--- src/rtl/five_stage_hazard_detection_unit_pkg.sv ---
// Shared definitions for the five-stage hazard detection unit:
// FSM encodings and the bit layout of one shadow pipeline entry.
package five_stage_hazard_detection_unit_pkg;

  // Control FSM encodings.
  typedef enum logic [1:0] {
    ST_RUN      = 2'd0,
    ST_BUBBLE   = 2'd1,
    ST_MEM_WAIT = 2'd2
  } hazard_state_t;

  // Shadow entry layout, LSB first: is_load, regwrite, rd[addr_w-1:0], valid.
  localparam int ENTRY_IS_LOAD_OFS  = 0;
  localparam int ENTRY_REGWRITE_OFS = 1;
  localparam int ENTRY_RD_OFS       = 2;

  // Saturation value for the statistics counters.
  localparam logic [31:0] COUNTER_MAX = 32'hFFFF_FFFF;

  // Total width of one shadow entry for a given register index width.
  function automatic int entry_width(input int addr_w);
    return addr_w + 3;
  endfunction

  // Bit position of the valid flag for a given register index width.
  function automatic int entry_valid_ofs(input int addr_w);
    return addr_w + 2;
  endfunction

endpackage

--- src/rtl/five_stage_hazard_detection_unit_stage_reg.sv ---
// One shadow pipeline entry {valid, rd, regwrite, is_load}.
// Clear has priority over load so a redirect always wins over an advance.
module five_stage_hazard_stage_reg
  import five_stage_hazard_detection_unit_pkg::*;
#(
  parameter int ADDR_W = 5
) (
  input  logic                          clock,
  input  logic                          reset,
  input  logic                          load_en,
  input  logic                          clear,
  input  logic [entry_width(ADDR_W)-1:0] d,
  output logic [entry_width(ADDR_W)-1:0] q
);

  // Entry register: async clear on reset, then clear > load > hold.
  always_ff @(posedge clock or negedge reset) begin
    if (!reset) begin
      q <= '0;
    end else if (clear) begin
      q <= '0;
    end else if (load_en) begin
      q <= d;
    end
  end

endmodule

--- src/rtl/five_stage_hazard_detection_unit.sv ---
// Hazard detection beside decode: keeps a shadow of the execute, memory and
// writeback instructions, flags per-stage source matches (execute > memory >
// writeback) and raises true_data_hazard/stall for load-use and for a load
// still waiting on data memory.
// Optional feature: define HAZARD_STATS_EN to build the stall and load-use
// counters; otherwise stall_cycles is tied to zero.
module five_stage_hazard_detection_unit
  import five_stage_hazard_detection_unit_pkg::*;
#(
  parameter int CORE            = 0,
  parameter int REG_ADDR_WIDTH  = 5,
  parameter int SCAN_CYCLES_MIN = 0,
  parameter int SCAN_CYCLES_MAX = 1000
) (
  input  logic                      clock,
  input  logic                      reset,
  input  logic                      decode_valid,
  input  logic [REG_ADDR_WIDTH-1:0] rs1,
  input  logic [REG_ADDR_WIDTH-1:0] rs2,
  input  logic                      rs1_used,
  input  logic                      rs2_used,
  input  logic [REG_ADDR_WIDTH-1:0] rd_decode,
  input  logic                      regwrite_decode,
  input  logic                      mem_read_decode,
  input  logic                      flush,
  input  logic                      dmem_ready,
  output logic                      true_data_hazard,
  output logic                      rs1_hazard_execute,
  output logic                      rs1_hazard_memory,
  output logic                      rs1_hazard_writeback,
  output logic                      rs2_hazard_execute,
  output logic                      rs2_hazard_memory,
  output logic                      rs2_hazard_writeback,
  output logic                      stall,
  output logic [31:0]               stall_cycles,
  input  logic                      scan
);

  localparam int EW        = entry_width(REG_ADDR_WIDTH);
  localparam int VALID_OFS = entry_valid_ofs(REG_ADDR_WIDTH);
  localparam int NSTAGE    = 3;  // index 0 = execute, 1 = memory, 2 = writeback

  hazard_state_t state_reg, state_next;

  logic [EW-1:0]             entry_q [NSTAGE];
  logic [EW-1:0]             entry_d [NSTAGE];
  logic [NSTAGE-1:0]         entry_load, entry_clear;
  logic [NSTAGE-1:0]         st_valid, st_regwrite, st_is_load;
  logic [REG_ADDR_WIDTH-1:0] st_rd [NSTAGE];
  logic [NSTAGE-1:0]         rs1_match, rs2_match, rs1_sel, rs2_sel;
  logic [EW-1:0]             decode_entry;
  logic                      src1_live, src2_live;
  logic                      load_use, load_pending, mem_wait, hazard;
  logic                      advance, accept, stall_int;
  logic [31:0]               cycle_reg;
  logic                      scan_window;
  logic                      unused_scan_tap;

  // A source can only hazard if decode is real, the source is read and it is not x0.
  assign src1_live = decode_valid & rs1_used & (rs1 != '0);
  assign src2_live = decode_valid & rs2_used & (rs2 != '0);

  // The shadow moves with the pipeline except while a load is waiting on memory.
  assign advance = (state_reg != ST_MEM_WAIT);

  // Shadow entries, their decoded fields and the raw per-stage source matches.
  genvar gi;
  generate
    for (gi = 0; gi < NSTAGE; gi++) begin : g_stage
      five_stage_hazard_stage_reg #(
        .ADDR_W(REG_ADDR_WIDTH)
      ) u_entry (
        .clock  (clock),
        .reset  (reset),
        .load_en(entry_load[gi]),
        .clear  (entry_clear[gi]),
        .d      (entry_d[gi]),
        .q      (entry_q[gi])
      );

      assign st_valid[gi]    = entry_q[gi][VALID_OFS];
      assign st_rd[gi]       = entry_q[gi][ENTRY_RD_OFS +: REG_ADDR_WIDTH];
      assign st_regwrite[gi] = entry_q[gi][ENTRY_REGWRITE_OFS];
      assign st_is_load[gi]  = entry_q[gi][ENTRY_IS_LOAD_OFS];

      assign rs1_match[gi] = st_valid[gi] & st_regwrite[gi] & (st_rd[gi] == rs1) & src1_live;
      assign rs2_match[gi] = st_valid[gi] & st_regwrite[gi] & (st_rd[gi] == rs2) & src2_live;

      assign entry_load[gi] = advance;

      if (gi == 0) begin : g_execute
        // Execute takes the decode instruction or a bubble; a flush clears it even when frozen.
        assign entry_d[gi]     = accept ? decode_entry : '0;
        assign entry_clear[gi] = flush;
      end else begin : g_older
        assign entry_d[gi]     = entry_q[gi-1];
        assign entry_clear[gi] = 1'b0;
      end
    end
  endgenerate

  // Pack the decode-stage fields into the shadow entry layout.
  always_comb begin
    decode_entry                                  = '0;
    decode_entry[VALID_OFS]                       = 1'b1;
    decode_entry[ENTRY_RD_OFS +: REG_ADDR_WIDTH]  = rd_decode;
    decode_entry[ENTRY_REGWRITE_OFS]              = regwrite_decode;
    decode_entry[ENTRY_IS_LOAD_OFS]               = mem_read_decode;
  end

  // The youngest matching producer wins, so at most one flag per source is set.
  assign rs1_sel = {rs1_match[2] & ~|rs1_match[1:0], rs1_match[1] & ~rs1_match[0], rs1_match[0]};
  assign rs2_sel = {rs2_match[2] & ~|rs2_match[1:0], rs2_match[1] & ~rs2_match[0], rs2_match[0]};

  // A load in execute cannot be bypassed at all; a load in memory only once its data is back.
  // The memory case uses the resolved flag: a newer execute writer of the same register shadows it.
  assign load_use     = (rs1_match[0] | rs2_match[0]) & st_is_load[0];
  assign load_pending = (rs1_sel[1] | rs2_sel[1]) & st_is_load[1] & ~dmem_ready;
  assign hazard       = load_use | load_pending;
  assign mem_wait     = st_valid[1] & st_is_load[1] & ~dmem_ready;
  assign accept       = decode_valid & ~hazard & ~flush;
  assign stall_int    = hazard | (state_reg == ST_MEM_WAIT);

  // FSM state register.
  always_ff @(posedge clock or negedge reset) begin
    if (!reset) begin
      state_reg <= ST_RUN;
    end else begin
      state_reg <= state_next;
    end
  end

  // FSM next state: a flush cancels the load-use bubble; a waiting load freezes the shadow.
  always_comb begin
    state_next = state_reg;
    case (state_reg)
      ST_RUN, ST_BUBBLE: begin
        if (load_use && !flush) begin
          state_next = ST_BUBBLE;
        end else if (mem_wait) begin
          state_next = ST_MEM_WAIT;
        end else begin
          state_next = ST_RUN;
        end
      end
      ST_MEM_WAIT: begin
        if (dmem_ready) begin
          state_next = ST_RUN;
        end
      end
      default: state_next = ST_RUN;
    endcase
  end

  // Free-running cycle counter used to window the scan tap; wraps at 2^32.
  always_ff @(posedge clock or negedge reset) begin
    if (!reset) begin
      cycle_reg <= '0;
    end else begin
      cycle_reg <= cycle_reg + 32'd1;
    end
  end

  // Scan tap: no printing in hardware, the window is kept for a debug harness to probe.
  assign scan_window = scan & (cycle_reg >= 32'(SCAN_CYCLES_MIN)) & (cycle_reg <= 32'(SCAN_CYCLES_MAX));
  assign unused_scan_tap = ^{scan_window, 32'(CORE)};

`ifdef HAZARD_STATS_EN
  logic [31:0] stall_cnt_reg;
  logic [31:0] load_use_cnt_reg;
  logic        unused_stats_tap;

  // Saturating counts of stalled cycles and of load-use bubbles actually inserted.
  always_ff @(posedge clock or negedge reset) begin
    if (!reset) begin
      stall_cnt_reg    <= '0;
      load_use_cnt_reg <= '0;
    end else begin
      if (stall_int && stall_cnt_reg != COUNTER_MAX) begin
        stall_cnt_reg <= stall_cnt_reg + 32'd1;
      end
      if (load_use && !flush && advance && load_use_cnt_reg != COUNTER_MAX) begin
        load_use_cnt_reg <= load_use_cnt_reg + 32'd1;
      end
    end
  end

  assign stall_cycles     = reset ? stall_cnt_reg : 32'd0;
  assign unused_stats_tap = ^load_use_cnt_reg;
`else
  assign stall_cycles = 32'd0;
`endif

  // Outputs are forced low while reset is held.
  assign true_data_hazard     = reset & hazard;
  assign rs1_hazard_execute   = reset & rs1_sel[0];
  assign rs1_hazard_memory    = reset & rs1_sel[1];
  assign rs1_hazard_writeback = reset & rs1_sel[2];
  assign rs2_hazard_execute   = reset & rs2_sel[0];
  assign rs2_hazard_memory    = reset & rs2_sel[1];
  assign rs2_hazard_writeback = reset & rs2_sel[2];
  assign stall                = reset & stall_int;

endmodule
--- config.mk ---
export PLATFORM = sky130hd
export DESIGN_NAME = five_stage_hazard_detection_unit
export DESIGN_NICKNAME = d
export VERILOG_FILES = /design/src/rtl/five_stage_hazard_detection_unit_pkg.sv /design/src/rtl/five_stage_hazard_detection_unit_stage_reg.sv /design/src/rtl/five_stage_hazard_detection_unit.sv
export SDC_FILE = /design/constraint.sdc
export NUM_CORES = 1
export LEC_CHECK = 0
export BUFFER_PORTS_ARGS = -buffer_cell sky130_fd_sc_hd__buf_2
export CAP_MARGIN = 10
export CORE_MARGIN = 4
export CORE_UTILIZATION = 53
export DETAILED_ROUTE_END_ITERATION = 6
export HOLD_SLACK_MARGIN = 0.06
export PLACE_DENSITY = 0.83
export SYNTH_ARGS = -nofsm -noshare
export SYNTH_HDL_FRONTEND = slang
export SYNTH_SLANG_ARGS = --single-unit
--- constraint.sdc ---
create_clock -name clock -period 4.54 [get_ports clock]
set_clock_uncertainty 0.1 [all_clocks]
set_input_delay 0.227 -clock clock [delete_from_list [all_inputs] [get_ports clock]]
set_output_delay 0.227 -clock clock [all_outputs]
set_load 0.05 [all_outputs]
==> impl_metrics.yaml <==
placement:
  place_ws_ns: 2.05
  place_area_um2: 1830
  port_buffers: 31
  place_congestion: 0.905
  dpl.hpwl_um: 2890
yosys:
  async_flop_share_pct: 100
  synth_area_leader_cell: "dfrtp_1"
  syn_area_per_cell_um2: 8.94
  synth_top_area_share_pct: 35.3
  syn_area_um2: 1770
  synth_top_cells_by_area: "dfrtp_1 35%, buf_4 14%, xnor2_1 11%, nand2_1 7.2%, xor2_1 4.0%"
  synth-seq-area-share_pct: 35.3
  synth_cells: 198
  yosysWarnings: 0
  synth-seq-cells: 25
  ys_types: 32
  synth-edff-count: 0
  synth_ff_type: "dfrtp_1"
detailed_routing:
  drtIter0Drc: 73
  ant_nets: 0
  vias: 1395
  route.detailed.drc: 0
  finalWirelength_um: 3700
  firstDrtPassIters: 4
  viasPerCell: 5.07
  detail_route.wl_per_cell_um: 13.4
grt:
  grt_pass1_vias: 1236
  grt_first_pass_wirelength_um: 5760
  grt_usage_pct: 17.7
  antenna_found_initial: 0
  grt_max_degree: 29
  grt_remaining_overflow: 0
cells_and_area:
  diodes: 0
  finalInstanceArea_um2: 1910
  multi_input_comb_area_um2: 957
  filler_cell_count: 306
  fin_nets: 257
  drive_gt1_share_pct: 19.5
  largest_reg_flops: 23
  register_area_um2: 626
  area_growth_pct: 7.70
setup_path:
  worstPathArrival_ns: 2.55
  worstSetupPathType: "input port to output port"
  rr_worst_depth: 6
  crit_required_ns: 4.21
  crit_start: "reset"
  rr_startpoint: "g_stage[1].u_entry.q[2]$_DFFE_PN0P_"
  crit_fanout: 28
  setup.worst_path.end: "rs2_hazard_writeback"
  crit_path_end_kind: "output port"
  critPathLaunchType: "input port"
  r2r_end: "g_stage[0].u_entry.q[6]$_DFFE_PN0P_"
  reg2reg_slack_ns: 2.33
clocking:
  path_clk_slew_ns: 0.13
  cts.path.max_buffers: 2
  cts_resized: 0
  htree_levels: 1
  root_buffer: "clkbuf_4"
  cts.sinks: 25
  cts_buffers: 3
  cts_tree: "yes"
  clk_latency_ns: 0.32
sta:
  timing.final.crit_share_pct: 63.3
  max_freq_ghz: 0.348
  rsz0062_at_grt: "false"
  finalSetupViolCount: 0
  slew_violations: 0
  timing.hold.ws_ns: 0.0644
  worst_slew_pin_slew_ns: 0.844
  setup_ws_ns: 1.67
  period_minus_slack_ns: 2.87
  hold_viol_final: 0
  slew_headroom_pct: 43.7
  setup_tns_ns: 0
power:
  swShare_pct: 36.5
  p_int_uw: 302
  combPwrFrac_pct: 27.7
  pwr-share-seq_pct: 51.4
  p_leak_uw: 0.000904
  power_uw: 476
  switchingPower_uw: 174
  ir_drop_uv: 165
  pwr-share-clk_pct: 21.0
  powerDensity_nw_per_um2: 250
floorplanning:
  rows: 20
  coreArea_um2: 3130
  die_h_um: 65.8
  ios: 65
  die_width_um: 65.8
  dieArea_um2: 4330
  start_util_pct: 56.6
run_status:
  status: "finished, final reports clean"
hold_path:
  hp-class: "input port to register"
  min_from: "regwrite_decode"
run:
  maxCapViolCount: 0
[metrics by stage]
| stage | instances | util, % |
|---|---|---|
| after floorplan | 229 | - |
| after global placement | 266 | 58.5 |
| after detailed placement | 266 | 58.5 |
| after CTS | 275 | 61.0 |
| after global routing | 275 | 61.0 |
| final | 275 | 61.0 |
[kinds of logic (layout without fill, tap and decap cells)]
logic type / after synthesis / after routing / synth area share (%)
buffers and inverters: 47 / 49 / 17.2
AND/OR/NAND/NOR: 71 / 71 / 21.1
flip-flops: 25 / 25 / 35.3
AO/OA/AOI/OAI: 24 / 24 / 11.3
XOR/XNOR: 30 / 30 / 14.8
other: 1 / 32 / 0.212
[cell type report]
class | instances | share of cell area, %
Clock buffer | 4 | 1.38
Inverter | 8 | 1.57
Sequential cell | 25 | 32.8
Tap cell | 44 | 2.89
Multi-Input combinational cell | 157 | 50.2
Timing Repair Buffer | 37 | 11.2
[timing repair]
action / in CTS / in global routing
setup endpoints to repair: 0 / 0
hold buffers: 5 / 0
hold endpoints to repair: 29 / 0
setup buffers: 0 / 0
[cells in the final DEF (no fill, tap or decap)]
master,instances
nand2_1,34
conb_1,32
buf_2,31
dfrtp_1,25
xnor2_1,22
xor2_1,8
inv_1,8
nand3b_1,8
o21ai_0,8
o32ai_1,7
nand4_1,6
dlygate4sd3_1,5
or4_1,4
nor4_1,4
nor2_1,3
nor3_1,3
clkbuf_4,3
o211ai_2,2
a21oi_1,2
and3_1,2
o21ai_2,1
or2b_2,1
or4_4,1
a2bb2oi_2,1
or2_1,1
or4_2,1
and3_2,1
nand2b_1,1
a31oi_1,1
o211ai_4,1
nor2b_1,1
o31ai_2,1
clkbuf_1,1
buf_4,1
[critical path, stage by stage]
cell and delay [ns]:
dlygate4sd3_1 0.52, buf_2 0.48, and3_1 0.29, nand4_1 0.09
or4_1 0.50, nor3_1 0.14, buf_2 0.29
[routing by layer]
metal  GRT usage, %  wire (um)  up-vias
met3           2.55        248        4
li1               -          -      680
met5              0          0        -
met1           24.1       1690      656
met2           28.2       1700       55
met4           6.99         57        0
[synth_stat cells (all sizes together), types with 4 or more instances]
cell type  count
nand2         34
o21ai          9
nand4          6
o32ai          7
clkbuf         6
nor4           4
nand3b         8
or4            6
xnor2         22
dfrtp         25
buf           33
xor2           8
inv            8
[worst min path at each step]
stage | to | cells after the start | slack (ns)
after floorplan | g_stage[0].u_entry.q[0]$_DFFE_PN0P_ | 0 | -0.17
after global placement | g_stage[2].u_entry.q[6]$_DFFE_PN0P_ | 1 | 0.15
after detailed placement | g_stage[2].u_entry.q[2]$_DFFE_PN0P_ | 1 | 0.17
after CTS | g_stage[0].u_entry.q[1]$_DFFE_PN0P_ | 3 | 0.06
after global routing | g_stage[0].u_entry.q[1]$_DFFE_PN0P_ | 3 | 0.07
final | g_stage[0].u_entry.q[1]$_DFFE_PN0P_ | 3 | 0.06
[power groups by stage]
stage,clock network (uW),logic [uW],registers [uW]
4_1_cts,101,132,245
3_3_place_gp,0,125,249
2_1_floorplan,0,121,246
6_report,99.8,132,245
5_1_grt,107,143,246
3_5_place_dp,0,128,249
No activity file was read; power rests on OpenSTA's default activity.
